## config.mk

```make
export PLATFORM = sky130hd
export DESIGN_NAME = stream_extreme_finder
export DESIGN_NICKNAME = d
export VERILOG_FILES = /design/src/rtl/stream_extreme_finder.sv
export SDC_FILE = /design/constraint.sdc
export NUM_CORES = 1
export LEC_CHECK = 0
export CAP_MARGIN = 15
export CORE_ASPECT_RATIO = 1.2
export CORE_MARGIN = 8
export CORE_UTILIZATION = 47
export DETAILED_ROUTE_END_ITERATION = 16
export GPL_ROUTABILITY_DRIVEN = 0
export PLACE_DENSITY = 0.7
export SETUP_SLACK_MARGIN = 0.4
export SYNTH_ARGS = -nofsm -noshare
export SYNTH_HDL_FRONTEND = slang
export SYNTH_SLANG_ARGS = --single-unit
```

## constraint.sdc

```tcl
create_clock -name clk -period 2.3 [get_ports clk]
set_input_delay 0.345 -clock clk [delete_from_list [all_inputs] [get_ports clk]]
set_output_delay 0.345 -clock clk [all_outputs]
set_load 0.1 [all_outputs]
```

## src/rtl/stream_extreme_finder.sv

```systemverilog
// Scans a framed unsigned sample stream and publishes the per-frame extreme
// (max or min, chosen on the SOF beat) together with its first index and the frame length.
module stream_extreme_finder #(
    parameter int WIDTH = 8,
    parameter int IDX_W = 16
) (
    input  logic             clk,
    input  logic             rst,
    input  logic             in_valid,
    input  logic             in_sof,
    input  logic             in_eof,
    input  logic [WIDTH-1:0] in_data,
    input  logic             mode_max,
    output logic             out_valid,
    output logic [WIDTH-1:0] out_value,
    output logic [IDX_W-1:0] out_index,
    output logic [IDX_W-1:0] out_count,
    output logic             busy,
    output logic             restart_err
);

    typedef enum logic {
        IDLE,
        ACCUM
    } state_t;

    state_t             state_q, state_d;
    logic [WIDTH-1:0]   best_q, best_d;
    logic [IDX_W-1:0]   bestIdx_q, bestIdx_d;
    logic [IDX_W-1:0]   cnt_q, cnt_d;
    logic               modeMax_q, modeMax_d;
    logic               outValid_q, outValid_d;
    logic [WIDTH-1:0]   outValue_q, outValue_d;
    logic [IDX_W-1:0]   outIndex_q, outIndex_d;
    logic [IDX_W-1:0]   outCount_q, outCount_d;
    logic               restartErr_q, restartErr_d;
    logic               better;

    always_ff @(posedge clk) begin
        if (rst) begin
            state_q      <= IDLE;
            best_q       <= '0;
            bestIdx_q    <= '0;
            cnt_q        <= '0;
            modeMax_q    <= 1'b0;
            outValid_q   <= 1'b0;
            outValue_q   <= '0;
            outIndex_q   <= '0;
            outCount_q   <= '0;
            restartErr_q <= 1'b0;
        end else begin
            state_q      <= state_d;
            best_q       <= best_d;
            bestIdx_q    <= bestIdx_d;
            cnt_q        <= cnt_d;
            modeMax_q    <= modeMax_d;
            outValid_q   <= outValid_d;
            outValue_q   <= outValue_d;
            outIndex_q   <= outIndex_d;
            outCount_q   <= outCount_d;
            restartErr_q <= restartErr_d;
        end
    end

    always_comb begin
        state_d      = state_q;
        best_d       = best_q;
        bestIdx_d    = bestIdx_q;
        cnt_d        = cnt_q;
        modeMax_d    = modeMax_q;
        outValid_d   = 1'b0;
        outValue_d   = outValue_q;
        outIndex_d   = outIndex_q;
        outCount_d   = outCount_q;
        restartErr_d = 1'b0;
        better       = 1'b0;

        if (in_valid) begin
            // An SOF always opens a fresh frame; an SOF arriving into an open frame drops that frame.
            if (in_sof) begin
                restartErr_d = (state_q == ACCUM);
                best_d       = in_data;
                bestIdx_d    = '0;
                cnt_d        = IDX_W'(1);
                modeMax_d    = mode_max;
                state_d      = ACCUM;
            end else if (state_q == ACCUM) begin
                // Strict comparison so that ties keep the earliest index.
                better = modeMax_q ? (in_data > best_q) : (in_data < best_q);
                if (better) begin
                    best_d    = in_data;
                    bestIdx_d = cnt_q;
                end
                cnt_d = cnt_q + IDX_W'(1);
            end

            if (in_eof && (in_sof || state_q == ACCUM)) begin
                state_d    = IDLE;
                outValid_d = 1'b1;
                outValue_d = best_d;
                outIndex_d = bestIdx_d;
                outCount_d = cnt_d;
            end
        end
    end

    assign out_valid   = outValid_q;
    assign out_value   = outValue_q;
    assign out_index   = outIndex_q;
    assign out_count   = outCount_q;
    assign restart_err = restartErr_q;
    assign busy        = (state_q == ACCUM);

endmodule

```

==> results of run 1 <==
==> repair_timing <==
item,in CTS,in global routing
hold buffers,0,0
resized for setup,43,49
buffers inserted,13,1
endpoints found under the setup margin,52,50
gates cloned,4,1
hold endpoints to repair,0,0
pin swaps,27,14
==> state kept, by name (all words and copies together) (netlist names) <==
name	count
busy	1
cnt_q	16
modeMax_q	1
best_q	8
out_index	16
out_valid	1
out_value	8
bestIdx_q	16
out_count	16
restart_err	1
==> how the worst max path moves through the flow <==
stage	end	slack, ns	cells past startpoint
finish	out_value[2]$_SDFFE_PP0P_	0.03	10
global route	out_value[2]$_SDFFE_PP0P_	-0.03	10
CTS	bestIdx_q[8]$_SDFFE_PP0P_	0.10	12
detailed placement	out_value[3]$_SDFFE_PP0P_	-0.43	7
global placement	out_value[3]$_SDFFE_PP0P_	-0.34	7
floorplan	out_value[7]$_SDFFE_PP0P_	0.26	9
==> power groups by stage <==
stage	sequential [mW]	clock, mW	combinational [mW]
final	1.49	1.06	0.536
after global routing	1.50	1.14	0.569
after CTS	1.50	1.07	0.492
after detailed placement	1.53	0	0.398
after global placement	1.53	0	0.392
after floorplan	1.61	0	0.193
==> critical path, delay by kind of cell, from the launching register on <==
kind,cells,cell delay [ns]
compound gates,5,1.06
fa+ha+maj,1,0.26
buf+inv,3,0.35
flops,1,0.35
simple gates,1,0.12
==> per-layer routing <==
metal / part of all wire / track usage
met4: 0.017 / 0.0808
met3: 0.058 / 0.0527
met2: 0.53 / 0.346
met1: 0.40 / 0.215
met5: 0 / 0
==> cells in the mapped netlist (2+ instances only) <==
cell type,instances
and3_1,4
o21ai_0,18
buf_4,2
a22oi_1,4
o211ai_1,17
a21oi_1,22
and2_1,2
ha_1,9
xor2_1,5
nand2_1,59
inv_1,11
a21oi_2,2
o21bai_1,7
nand2b_1,33
nor3b_1,2
nor4_1,5
nor3_1,11
nand4_1,20
nand3_1,7
dfxtp_1,84
or3_4,2
a2111oi_0,8
o2bb2ai_1,16
a211oi_1,9
xnor2_1,9
clkbuf_1,29
mux2i_1,11
buf_2,9
nor2_1,40
or3_1,6
==> stage by stage <==
stage,hold WS (ns),cells
6_report,0.412,674
5_1_grt,0.449,674
4_1_cts,0.461,672
3_5_place_dp,0.448,639
3_3_place_gp,0.437,639
2_1_floorplan,0.453,478
==> cells by family (layout without fill, tap and decap cells) <==
group | after synthesis | after routing | synth area share
and+or+nand+nor | 195 | 195 | 0.243
buffers and inverters | 54 | 132 | 0.0575
xor gates and xnor gates | 14 | 14 | 0.0306
DFF | 84 | 84 | 0.420
adders and majority gates | 9 | 9 | 0.0281
muxes | 11 | 11 | 0.0275
AOI/OAI and AO/OA | 111 | 112 | 0.193
==> cell type report <==
type	instances	area share
Clock buffer	11	0.0233
Sequential cell	84	0.304
Tap cell	117	0.0260
Multi-Input combinational cell	341	0.455
Timing Repair Buffer	104	0.173
Clock inverter	5	0.0111
Inverter	12	0.00799
==> impl_metrics.yaml, run 1 <==
critical_path:
  path_max_fanout: 6
  crit_path_start_kind: "register"
  critical_path_required_ns: 2.54
  cpMaxStageDelayCell: "a211o_4"
  crit_start: "best_q[1]$_SDFFE_PP0P_"
  crit_chain: "inv_2 -> ha_4 -> nor2b_4 -> o211ai_1 -> buf_4 -> a21o_4 -> a211o_4 -> buf_6 -> a2111oi_4 -> a211oi_2"
  critical_path.endpoint_type: "register"
  timing.rr.end: "out_value[2]$_SDFFE_PP0P_"
  ff2ff_path_depth: 10
  criticalPathCategory: "reg -> reg"
  r2r_setup_slack_ns: 0.03
  timing.rr.start: "best_q[1]$_SDFFE_PP0P_"
  slowest_delay_ns: 0.38
  arrival_ns: 2.51
die:
  chipHeight_um: 117
  die_w_um: 100
  fp-row-count: 37
  dieArea_um2: 11700
  pin_count: 57
  initial_core_util: 0.475
  core_um2: 8430
power:
  peakVddDrop_mv: 0.335
  p_int_mw: 2.18
  finalPower_mw: 3.09
  p_comb_frac: 0.173
  leakagePower_nw: 2.05
  p_clk_frac: 0.343
  seqPwrFrac: 0.484
  swShare: 0.294
  power_density_nw_per_um2: 548
  power.switching_mw: 0.909
hold_path:
  holdPathStages: 4
  hold_class: "in -> reg"
  hold_path_startpoint: "in_data[6]"
  holdPathEnd: "best_q[6]$_SDFFE_PP0P_"
routing:
  wl_per_cell_um: 16.9
  dr_total_vias: 3748
  wl_mm: 11.4
  drtPass1Iterations: 5
  antenna_left: 0
  drtIter0Drc: 189
  drc_errors: 0
  vias_per_cell: 5.56
timing:
  finalCritPeriodShare: 0.987
  post-route-min-period_ns: 2.27
  fin_ws_ns: 0.0307
  hold_viol_final: 0
  tightestPinTransition_ns: 0.576
  fmax_mhz: 441
  fin_skew_ns: 0.0158
  slew_violations: 0
  rsz0062_at_grt: "yes"
  fin_setup_tns_ns: 0
  setup_viol: 0
  slew_headroom: 0.616
logic_synthesis:
  synth_area_leader_cell: "dfxtp_1"
  ys_top_cells_by_area: "dfxtp_1 (42%), nand2_1 (5.5%), nand2b_1 (5.2%), nor2_1 (3.7%), o2bb2ai_1 (3.5%)"
  ys_async_sr_fraction: 0
  yosysSeqAreaShare: 0.420
  syn-num-nets: 501
  synth.avg_cell_area_um2: 8.38
  yosys.area.top_type_share: 0.420
  synth_cell_type_count: 45
  synth_seq_cells: 84
  syn_inst: 478
  syn-cell-area_um2: 4010
  synth_edf_count: 0
  yosys_warnings: 0
  synth_top_flop_cell: "dfxtp_1"
global_route:
  grt_use_total: 0.195
  grt_pass1_vias: 3681
  grt-ovfl-total: 0
  antenna_found_initial: 0
  grt_pass1_wl_mm: 18.1
  grt_max_degree: 36
clock_network:
  clk_path_buf_depth: 2
  cts.sinks: 84
  cts_tree: "done"
  numCtsBuffers: 9
  clk_pin_slew_ns: 0.09
  clk_latency_ns: 0.37
  cts-root-buf: "clkbuf_8"
  cts_max_level: 3
status:
  outcome: "finished clean"
finish:
  area_delta_synth_final_pct: 40.7
  diodes: 0
  final_area_um2: 5630
  final_core_util: 0.669
  multi_input_area_um2: 2560
  final_common_cell: "buf_4"
  fillCellCount: 699
  final_net_count: 575
  drive_gt1_frac: 0.314
  regArea_um2: 1710
  layout_common_cells: "buf_4 (76), dfxtp_1 (72), nand2_1 (58)"
placed_design:
  place_area_um2: 4750
  hpwl_mm: 7.05
  port_buffers: 56
  pre_cts_ws_ns: -0.428
job:
  maxCapViolations: 0
No activity file was read; power rests on OpenSTA's default activity.
==> run 2: changes to the inputs <==
- CTS_CLUSTER_SIZE: not set -> 24
==> results of run 2 <==
Same layout as run 1: the final DEF is identical, and so are final timing and power.
